<file path="src/rtl/noc_local_port.sv">
// ---------------------------------------------------------------------------
// noc_local_port
//
// Local (PE) port of a mesh NoC router.
//   - Injection: PE packets go into a first-word-fall-through FIFO and are
//     presented to the router local input with a valid/ready handshake.
//   - Ejection: router local-output packets are registered toward the PE
//     (valid-only, the PE always accepts).
//   - Statistics (optional): injection/ejection counters plus misroute
//     detection, enabled by defining NOC_LOCAL_PORT_STATS_EN. Without the
//     macro, the statistics outputs are tied to 0.
//
// Packet format: {dest_y[Y_SIZE], dest_x[X_SIZE], payload[DATA_WIDTH]}
//
// Ports:
//   clk, rstn                  clock, asynchronous active-low reset
//   pe_valid/pe_data/pe_ready  PE injection handshake
//   noc_valid/noc_data/noc_ready  router local-input handshake
//   ej_valid/ej_data           router local-output packet
//   pe_ej_valid/pe_ej_data     registered ejected packet toward the PE
//   inj_count, ej_count        packets accepted / delivered (wrap 2^32)
//   misroute_count             misrouted ejections (saturating)
//   misroute_err               sticky misroute flag
// ---------------------------------------------------------------------------
module noc_local_port #(
    parameter int XCORD       = 0,
    parameter int YCORD       = 0,
    parameter int X_SIZE      = 1,
    parameter int Y_SIZE      = 1,
    parameter int DATA_WIDTH  = 256,
    parameter int TOTAL_WIDTH = X_SIZE + Y_SIZE + DATA_WIDTH,
    parameter int FIFO_DEPTH  = 4
) (
    input  logic                   clk,
    input  logic                   rstn,
    input  logic                   pe_valid,
    input  logic [TOTAL_WIDTH-1:0] pe_data,
    output logic                   pe_ready,
    output logic                   noc_valid,
    output logic [TOTAL_WIDTH-1:0] noc_data,
    input  logic                   noc_ready,
    input  logic                   ej_valid,
    input  logic [TOTAL_WIDTH-1:0] ej_data,
    output logic                   pe_ej_valid,
    output logic [TOTAL_WIDTH-1:0] pe_ej_data,
    output logic [31:0]            inj_count,
    output logic [31:0]            ej_count,
    output logic [15:0]            misroute_count,
    output logic                   misroute_err
);

    localparam int AW = $clog2(FIFO_DEPTH);
    localparam logic [AW:0] LP_DEPTH = (AW+1)'(FIFO_DEPTH);

    // Elaboration-time configuration checks
    if (FIFO_DEPTH < 2 || (FIFO_DEPTH & (FIFO_DEPTH - 1)) != 0) begin : g_bad_depth
        $error("noc_local_port: FIFO_DEPTH must be a power of two >= 2");
    end
    if (TOTAL_WIDTH != X_SIZE + Y_SIZE + DATA_WIDTH) begin : g_bad_width
        $error("noc_local_port: TOTAL_WIDTH must equal X_SIZE+Y_SIZE+DATA_WIDTH");
    end
    if (XCORD < 0 || XCORD >= (1 << X_SIZE) || YCORD < 0 || YCORD >= (1 << Y_SIZE)) begin : g_bad_coord
        $error("noc_local_port: XCORD/YCORD do not fit the destination fields");
    end

    // ---------------- injection FIFO ----------------
    logic [TOTAL_WIDTH-1:0] r_mem [FIFO_DEPTH];
    logic [AW-1:0]          r_wptr;
    logic [AW-1:0]          r_rptr;
    logic [AW:0]            r_count;
    logic [AW:0]            w_count_next;
    logic                   r_pe_ready;
    logic                   w_push;
    logic                   w_pop;
    logic                   w_not_empty;

    assign w_not_empty = (r_count != '0);
    assign w_push      = pe_valid && r_pe_ready;
    assign w_pop       = w_not_empty && noc_ready;

    always_comb begin
        w_count_next = r_count;
        case ({w_push, w_pop})
            2'b10:   w_count_next = r_count + 1'b1;
            2'b01:   w_count_next = r_count - 1'b1;
            default: w_count_next = r_count;
        endcase
    end

    always_ff @(posedge clk or negedge rstn) begin
        if (!rstn) begin
            r_wptr     <= '0;
            r_rptr     <= '0;
            r_count    <= '0;
            r_pe_ready <= 1'b0;
        end else begin
            if (w_push) r_wptr <= r_wptr + 1'b1;
            if (w_pop)  r_rptr <= r_rptr + 1'b1;
            r_count    <= w_count_next;
            // Ready reflects occupancy after this edge's push and pop
            r_pe_ready <= (w_count_next != LP_DEPTH);
        end
    end

    // Storage needs no reset: empty entries are never presented
    always_ff @(posedge clk) begin
        if (w_push) r_mem[r_wptr] <= pe_data;
    end

    assign pe_ready  = r_pe_ready;
    assign noc_valid = w_not_empty;
    // Masked when empty so noc_data reads 0 in and after reset
    assign noc_data  = w_not_empty ? r_mem[r_rptr] : '0;

    // ---------------- ejection path ----------------
    logic                   r_pe_ej_valid;
    logic [TOTAL_WIDTH-1:0] r_pe_ej_data;

    always_ff @(posedge clk or negedge rstn) begin
        if (!rstn) begin
            r_pe_ej_valid <= 1'b0;
            r_pe_ej_data  <= '0;
        end else begin
            r_pe_ej_valid <= ej_valid;
            if (ej_valid) r_pe_ej_data <= ej_data;
        end
    end

    assign pe_ej_valid = r_pe_ej_valid;
    assign pe_ej_data  = r_pe_ej_data;

    // ---------------- statistics ----------------
`ifdef NOC_LOCAL_PORT_STATS_EN
    localparam logic [X_SIZE-1:0] LP_XCORD = X_SIZE'(XCORD);
    localparam logic [Y_SIZE-1:0] LP_YCORD = Y_SIZE'(YCORD);

    logic [31:0] r_inj_count;
    logic [31:0] r_ej_count;
    logic [15:0] r_mis_count;
    logic        r_mis_err;
    logic        w_misroute;

    assign w_misroute = ej_valid &&
                        ((ej_data[DATA_WIDTH +: X_SIZE] != LP_XCORD) ||
                         (ej_data[DATA_WIDTH + X_SIZE +: Y_SIZE] != LP_YCORD));

    always_ff @(posedge clk or negedge rstn) begin
        if (!rstn) begin
            r_inj_count <= '0;
            r_ej_count  <= '0;
            r_mis_count <= '0;
            r_mis_err   <= 1'b0;
        end else begin
            if (w_push)   r_inj_count <= r_inj_count + 1'b1;
            if (ej_valid) r_ej_count  <= r_ej_count + 1'b1;
            if (w_misroute) begin
                if (r_mis_count != '1) r_mis_count <= r_mis_count + 1'b1;
                r_mis_err <= 1'b1;
            end
        end
    end

    assign inj_count      = r_inj_count;
    assign ej_count       = r_ej_count;
    assign misroute_count = r_mis_count;
    assign misroute_err   = r_mis_err;
`else
    assign inj_count      = '0;
    assign ej_count       = '0;
    assign misroute_count = '0;
    assign misroute_err   = 1'b0;
`endif

endmodule

</file>
<file path="config.mk">
export PLATFORM = sky130hd
export DESIGN_NAME = noc_local_port
export DESIGN_NICKNAME = d
export VERILOG_FILES = /design/src/rtl/noc_local_port.sv
export SDC_FILE = /design/constraint.sdc
export NUM_CORES = 1
export LEC_CHECK = 0
export BUFFER_PORTS_ARGS = -buffer_cell sky130_fd_sc_hd__buf_2
export CAP_MARGIN = 20
export CORE_AREA = 2 2 433 435
export CTS_BUF_LIST = sky130_fd_sc_hd__clkbuf_4 sky130_fd_sc_hd__clkbuf_8
export DETAILED_ROUTE_END_ITERATION = 12
export DIE_AREA = 0 0 435 437
export SLEW_MARGIN = 30
export SYNTH_ARGS = -nofsm -noshare
export SYNTH_HDL_FRONTEND = slang
export SYNTH_SLANG_ARGS = --single-unit
</file>
<file path="constraint.sdc">
create_clock -name clk -period 11.21 [get_ports clk]
set_input_delay 1.121 -clock clk [delete_from_list [all_inputs] [get_ports clk]]
set_output_delay 1.121 -clock clk [all_outputs]
set_load 0.01 [all_outputs]
</file>
* Word-level counts from Yosys, hierarchy flattened
Memory sizes are Yosys's and may differ from the RTL's.
Index checks and enable logic that the tools add are counted.
** Storage, ports and cells
- Memories kept :: 1
- Output and inout port bits :: 600
- Memory bits (writable) :: 1032
- Bits in registers :: 267
** Memories
- r_mem :: words 4, width 258, rd ports 1, clocked after memory_dff 0, write ports 1, line 67 : logic [TOTAL_WIDTH-1:0] r_mem [FIFO_DEPTH];
** Cells by class
- Muxes and demuxes :: 4
- $add $sub $neg :: 4
- Reduce and logical (&&, ||, !) cells :: 3
- Equality and inequality tests :: 3
** Operator list (count)
- two-way mux 258 bit :: 1
- case mux 3 bit (2 select lines) :: 1
- adder 2 x 1 -> 2 bit (second input constant) :: 2
- adder 3 x 1 -> 3 bit (second input constant) :: 1
- != test 3 bit (second input constant) :: 1
- nonzero test 3 bit :: 1
- subtractor 3 x 1 -> 3 bit (second input constant) :: 1
- equality test 2 x 1 -> 1 bit (second input constant) :: 1
- equality test 2 bit (second input constant) :: 1
- logical AND 1 bit :: 2
- two-way mux 1 bit :: 2

* Depth between registers and ports, before layout
Gate-level depths: netlist (run 1).
- Depth in word-level cells :: 5
- Mapped depth :: 9
- Depth with buffers taken out :: 8

* Worst setup path before layout (run 1)
No wires, ideal clock.
- Kind :: input -> register
- Start :: in pe_valid
- End :: mem r_mem[0][0] (netlist bit), enable pin
- Arrival :: 7.047 ns
- Cell stages on the path :: 1
- Slack :: 3.510 ns
- Required time :: 10.557 ns
- Path through :: and3_1
** On the way
- Longest elaborated chain between the ends :: 3
** Ends and longest elaborated chain
- from (decl) :: line 36 : input logic pe_valid,
- logical AND 1 bit :: line 78 : assign w_push = pe_valid && r_pe_ready;
- two-way mux 1 bit :: line 107 : if (w_push) r_mem[r_wptr] <= pe_data;
- two-way mux 1 bit (not written as such) :: line 107
- to (decl) :: line 67
No other way between the ends.

* Worst setup path after layout (run 1)
- Start :: reg r_rptr[0]
- End :: out noc_data[94]
** On the way
- Longest elaborated chain between the ends :: 2
** Ends and longest elaborated chain
- from (decl) :: line 69 : logic [AW-1:0] r_rptr;
- from (signal assigned) :: line 98 : if (w_pop) r_rptr <= r_rptr + 1'b1;
- memory (4 x 258 bit)
- two-way mux 258 bit :: line 113 : assign noc_data = w_not_empty ? r_mem[r_rptr] : '0;
- to (decl) :: line 40 : output logic [TOTAL_WIDTH-1:0] noc_data,
No other way between the ends.

==> results.json, run 1 <==
{
  "slowest_delay_ps": 710,
  "skew_ps": 61.5,
  "row_count": 158,
  "nets": 4001,
  "hold_violations": 0,
  "yosysTopAreaCellShare_pct": 62.6,
  "arrival_ps": 3900,
  "grt_util_all_layers_pct": 15.8,
  "synthFlopType": "edfxtp_1",
  "clockBufferDepth": 3,
  "p_per_area_nw_per_um2": 251,
  "ys_seq_area_share_pct": 76.1,
  "drive_above_1_share_pct": 53.5,
  "synth_top_cell_by_area": "edfxtp_1",
  "ir_drop_uv": 171,
  "setup.worst_path.class": "reg2out",
  "drc": 0,
  "holdWs_ps": 384,
  "fin_setup_tns_ps": 0,
  "vias": 26800,
  "power_mw": 15.5,
  "drv_cap": 0,
  "routabilityCongestion": 0.955,
  "rsz0062_at_grt": "no",
  "wl_per_cell_microns": 25.1,
  "cts_tree": "yes",
  "async_flop_share_pct": 20.6,
  "status": "finished, final reports clean",
  "syn_to_final_growth_pct": 25.0,
  "io_pins": 1121,
  "ys_ff_latch": 1299,
  "synth_area_sq_um": 49500,
  "vias_per_cell": 4.35,
  "drt-pass1-iter-count": 7,
  "synth_cell_types": 23,
  "worstSetupStartpoint": "r_rptr[0]",
  "endpoint_kind": "output port",
  "maxSlewHeadroom_pct": 33.8,
  "cp.required_ps": 10090,
  "hp-class": "in2reg",
  "start_util_pct": 26.8,
  "dieArea_sq_um": 190000,
  "drtIter0Drc": 1742,
  "ys_warn_count": 0,
  "post-route-util_pct": 33.5,
  "layout_worst_path_cycle_share_pct": 44.8,
  "io_buffers": 1039,
  "crit_family": "buffers and inverters",
  "antenna_left": 0,
  "grt_pass1_wl_microns": 212000,
  "wl_microns": 155000,
  "synth_area_per_cell_sq_um": 21.5,
  "die_y_microns": 437,
  "fin_crit_ps": 5020,
  "crit_chain": "buf_12 > buf_16 > buf_4 > mux4_2 > and2_1 > buf_2",
  "max_freq_ghz": 0.199,
  "worst-path-max-fanout": 56,
  "p_leak_nw": 23.0,
  "yosys-top-cells-area": "edfxtp_1 63%, dfrtp_1 13%, mux4_2 12%",
  "grt_max_degree": 153,
  "slew_viol_final": 0,
  "r2r-start": "r_wptr[0]",
  "cts_buffers": 217,
  "root_buffer": "clkbuf_8",
  "synth_edf_count": 1032,
  "cp_slowest_cell": "buf_4",
  "critPathBufInv": 4,
  "syn_inst": 2301,
  "clock_latency_ps": 940,
  "tightest_slew_ps": 992,
  "grt_pass1_vias": 27500,
  "min_from": "pe_data[119]",
  "postCtsSetupBuffers": 0,
  "dp_hpwl_microns": 109000,
  "die_w_microns": 435,
  "clkTransAtPathRegs_ps": 60,
  "setup_viol": 0,
  "core_area_sq_um": 185000,
  "start_kind": "flip-flop",
  "cts_num_sinks": 1299,
  "cts.htree.levels": 4,
  "antenna_found_initial": 87,
  "grt_remaining_overflow": 0
}
-- synth_stat cells (2+ instances only) --
library cell	n
and2_1	259
and3_1	4
buf_1	3
buf_2	52
buf_4	82
buf_6	23
clkbuf_1	37
dfrtp_1	267
edfxtp_1	1032
ha_1	5
inv_1	5
mux2_2	259
mux4_2	258
nand2_1	2
or3_1	2
xnor2_1	3
xor2_1	2
-- cell type report --
| type | count | area, sq um |
|---|---|---|
| clock buffers | 313 | 3860 |
| repair buffers | 1071 | 5570 |
| clock inverters | 85 | 717 |
| diodes | 32 | 80.1 |
| multi-input cells | 880 | 10900 |
| well taps | 2480 | 3100 |
| inverters | 5 | 18.8 |
| flip-flops and latches | 1299 | 37700 |
| fillers | 17800 | 123000 |
-- stage by stage --
step | cells | setup slack [ps] | area, sq um
final | 6165 | 6190 | 61900
after global routing | 6149 | 5770 | 61900
after CTS | 6132 | 5900 | 61800
after detailed placement | 5733 | 7020 | 57200
after global placement | 5733 | 6880 | 57200
after floorplan | 2381 | 3510 | 49800
-- power breakdown --
| group | leakage [nW] | internal, mW | switching, mW | total, mW |
|---|---|---|---|---|
| combinational | 8.03 | 2.09 | 2.72 | 4.81 |
| clock | 2.42 | 2.38 | 1.99 | 4.37 |
| sequential | 12.6 | 6.12 | 0.233 | 6.35 |
| total | 23.0 | 10.6 | 4.94 | 15.5 |
-- kinds of logic (layout without fill, tap and decap cells) --
group                      count (synthesis)  in the layout  share of synthesized area (%)
AOI/OAI and AO/OA                          2              2                         0.0278
xor gates and xnor gates                   5              5                         0.0884
buffers and inverters                    202           1474                           2.63
muxes                                    518            518                           17.6
other                                      1            113                        0.00757
adders and majority gates                  6              6                          0.167
DFF                                     1299           1299                           76.1
and+or+nand+nor                          268            268                           3.37
-- state kept, by name, indices dropped and copies added, names as in the netlist --
| name | cells |
|---|---|
| pe_ej_valid | 1 |
| pe_ready | 1 |
| r_count | 3 |
| pe_ej_data | 258 |
| r_rptr | 2 |
| r_wptr | 2 |
| r_mem | 1032 |
-- cells in the final DEF (no fill, tap or decap), types with 32 or more instances in the layout --
| cell | count |
|---|---|
| diode_2 | 32 |
| conb_1 | 81 |
| edfxtp_1 | 1032 |
| dfrtp_1 | 265 |
| mux4_2 | 258 |
| clkbuf_4 | 71 |
| mux2_2 | 259 |
| buf_2 | 1037 |
| clkbuf_8 | 242 |
| clkinv_1 | 36 |
| and2_1 | 259 |
-- metal layers --
metal,track usage [%],vias to the layer above,routed length (microns)
li1,-,11400,-
met1,17.0,13900,54200
met2,28.4,1193,82000
met3,5.49,369,12500
met4,6.26,38,5980
met5,0,-,229
-- timing repair --
action / CTS / global route
gates resized for setup: 0 / 0
hold endpoints to repair: 9 / 0
hold buffers: 1 / 0
-- worst paths after layout --
path / to / slack, ps / cells after the start
worst max-delay path: noc_data[94] / 6190 / 6
worst min-delay path: r_mem[1][119] / 380 / 1
worst max register to register: r_mem[2][20] / 7690 / 5
worst min register to register: pe_ej_data[106] / 500 / 1
max in group asynchronous: pe_ej_data[44] / 8620 / 4
min in group asynchronous: pe_ej_data[8] / 670 / 2
Power figures use the tool's default switching activity.
==> run 2, diff against run 1 <==
Clock period 11.21 ns to 4.5 ns, I/O delays scaled along.
==> run 2 against run 1 <==
Compared with the run above: total power grew to 2.5 times the previous value; cell count rose by 9.3%; core utilization rose by 3.1 points; sequential power rose to 2.5 times the previous value; global-route usage up 1.3 points; die area is the same; combinational power increased to 2.7 times the previous value; non-clock buffer count rose by 558; sequential cell count is the same; final area up 9.1%.
==> results.json, run 2 (synthesized netlist as in run 1, its figures left out) <==
{
  "status": "finished, final reports clean",
  "top_layer_used": "met5",
  "maxSlewHeadroom_pct": 38.0,
  "die_y_microns": 437,
  "r2r-start": "r_count[0]",
  "critPathBufInv": 2,
  "syn_to_final_growth_pct": 36.4,
  "grt_max_degree": 153,
  "fin_crit_ps": 3740,
  "clock_latency_ps": 970,
  "regArea_sq_um": 37700,
  "worst-path-max-fanout": 27,
  "grt_pass1_vias": 30700,
  "cts_tree": "yes",
  "routed-wl-met2_microns": 86800,
  "slew_viol_final": 0,
  "vias_per_cell": 4.31,
  "dieArea_sq_um": 190000,
  "r2r_cells": 8,
  "drive_above_1_share_pct": 47.0,
  "root_buffer": "clkbuf_8",
  "cts_buffers": 218,
  "slowest_delay_ps": 810,
  "clockBufferDepth": 3,
  "row_count": 158,
  "cts.htree.levels": 4,
  "layout_worst_path_cycle_share_pct": 83.0,
  "setup_viol": 0,
  "multiInputGateArea_sq_um": 10900,
  "reg2reg_slack_ps": 1720,
  "rr_endpoint": "pe_ready",
  "largest_register_ffs": 1032,
  "setup.worst_path.class": "reg2out",
  "drt-met1-wl_microns": 58600,
  "start_util_pct": 26.8,
  "fin_setup_tns_ps": 0,
  "io_pins": 1121,
  "p_per_area_nw_per_um2": 583,
  "ir_drop_uv": 361,
  "crit_chain": "buf_4 > mux4_2 > and2_1 > buf_2",
  "nFillCells": 17400,
  "start_kind": "flip-flop",
  "p_leak_nw": 25.4,
  "vias": 29000,
  "crit_family": "flip-flops",
  "postCtsSetupBuffers": 0,
  "core_area_sq_um": 185000,
  "drt-pass1-iter-count": 7,
  "cp.required_ps": 4050,
  "top_register": "r_mem",
  "drv_cap": 0,
  "routabilityCongestion": 0.995,
  "arrival_ps": 3290,
  "drc": 0,
  "grt_util_all_layers_pct": 17.2,
  "die_w_microns": 435,
  "path_depth": 4,
  "worstSetupStartpoint": "r_rptr[0]",
  "max_freq_ghz": 0.268,
  "wl_per_cell_microns": 24.8,
  "clkTransAtPathRegs_ps": 60,
  "endpoint_kind": "output port",
  "hold_violations": 0,
  "nets": 4560,
  "io_buffers": 1039,
  "cp_slowest_cell": "dfrtp_4",
  "antenna_left": 0,
  "layout_common_cells": "1,037 x buf_2, 1,032 x edfxtp_1, 525 x dlygate4sd3_1",
  "hp-class": "in2reg",
  "drtIter0Drc": 1660,
  "route.met3.wl_microns": 11400,
  "endpoint": "noc_data[23]",
  "dp_hpwl_microns": 118000,
  "rsz0062_at_grt": "no",
  "skew_ps": 55.0,
  "wl_microns": 167000,
  "tightest_slew_ps": 931,
  "final_common_cell": "buf_2",
  "grt_pass1_wl_microns": 232000,
  "antenna_found_initial": 46,
  "grt_remaining_overflow": 0,
  "power_mw": 39.4,
  "cts_num_sinks": 1299
}
==> run 2: cell count changes in the layout (fill, tap and decap cells not counted), sizes merged, moves of 4 or more <==
cell,previous run,this run
buf,1070,1104
clkbuf,313,298
clkinv,66,86
clkinvlp,5,1
diode,32,43
dlygate4sd3,1,525
==> run 2: final cells by class <==
class	instances	area share (%)
Antenna cell	43	0.159
Clock buffer	298	5.49
Clock inverter	102	1.09
Inverter	5	0.0278
Multi-Input combinational cell	880	16.1
Sequential cell	1299	55.8
Tap cell	2480	4.59
Timing Repair Buffer	1629	16.8
==> run 2: power by group <==
group | internal, mW | switching (mW)
combinational | 5.77 | 7.12
sequential | 15.2 | 0.671
clock | 5.68 | 4.96
==> run 2: per-layer routing <==
layer | vias to the layer above | global-route usage [%]
met4 | 2 | 9.43
met3 | 359 | 4.99
met1 | 15000 | 18.3
li1 | 12500 | -
met2 | 1177 | 30.5
met5 | - | 0
==> run 2: worst min-delay path by stage <==
| stage | cells after the start | endpoint | slack (ps) | from |
|---|---|---|---|---|
| final | 2 | pe_ej_data[56] | 130 | ej_valid |
| after global routing | 2 | pe_ej_data[169] | 40 | ej_valid |
| after CTS | 2 | pe_ej_data[113] | 9 | ej_valid |
| after detailed placement | 1 | pe_ej_data[91] | 470 | rstn |
| after global placement | 1 | pe_ej_data[91] | 470 | rstn |
| after floorplan | 0 | pe_ej_data[0] | 150 | rstn |
==> run 2: per-stage QoR <==
step	utilization (%)	worst slack (ps)	std cells	cell area, sq um	hold slack [ps]
global placement	31.2	1600	5765	57700	470
CTS	36.4	493	6693	67400	9.13
detailed placement	31.2	1600	5767	57700	472
finish	36.5	764	6736	67600	129
global route	36.5	421	6724	67500	40.6
floorplan	-	290	2381	49800	154
==> run 2: timing repair <==
item,CTS,global route
hold buffers,526,0
gates resized for setup,0,0
hold endpoints to repair,1433,0
==> run 2: worst reg2reg max path: stages (launching register included) <==
cell	delay, ps
dfrtp_1	380
or3_4	610
and2_1	270
ha_1	190
inv_1	60
fa_1	370
xor2_1	160
or3_1	320
a211o_1	300
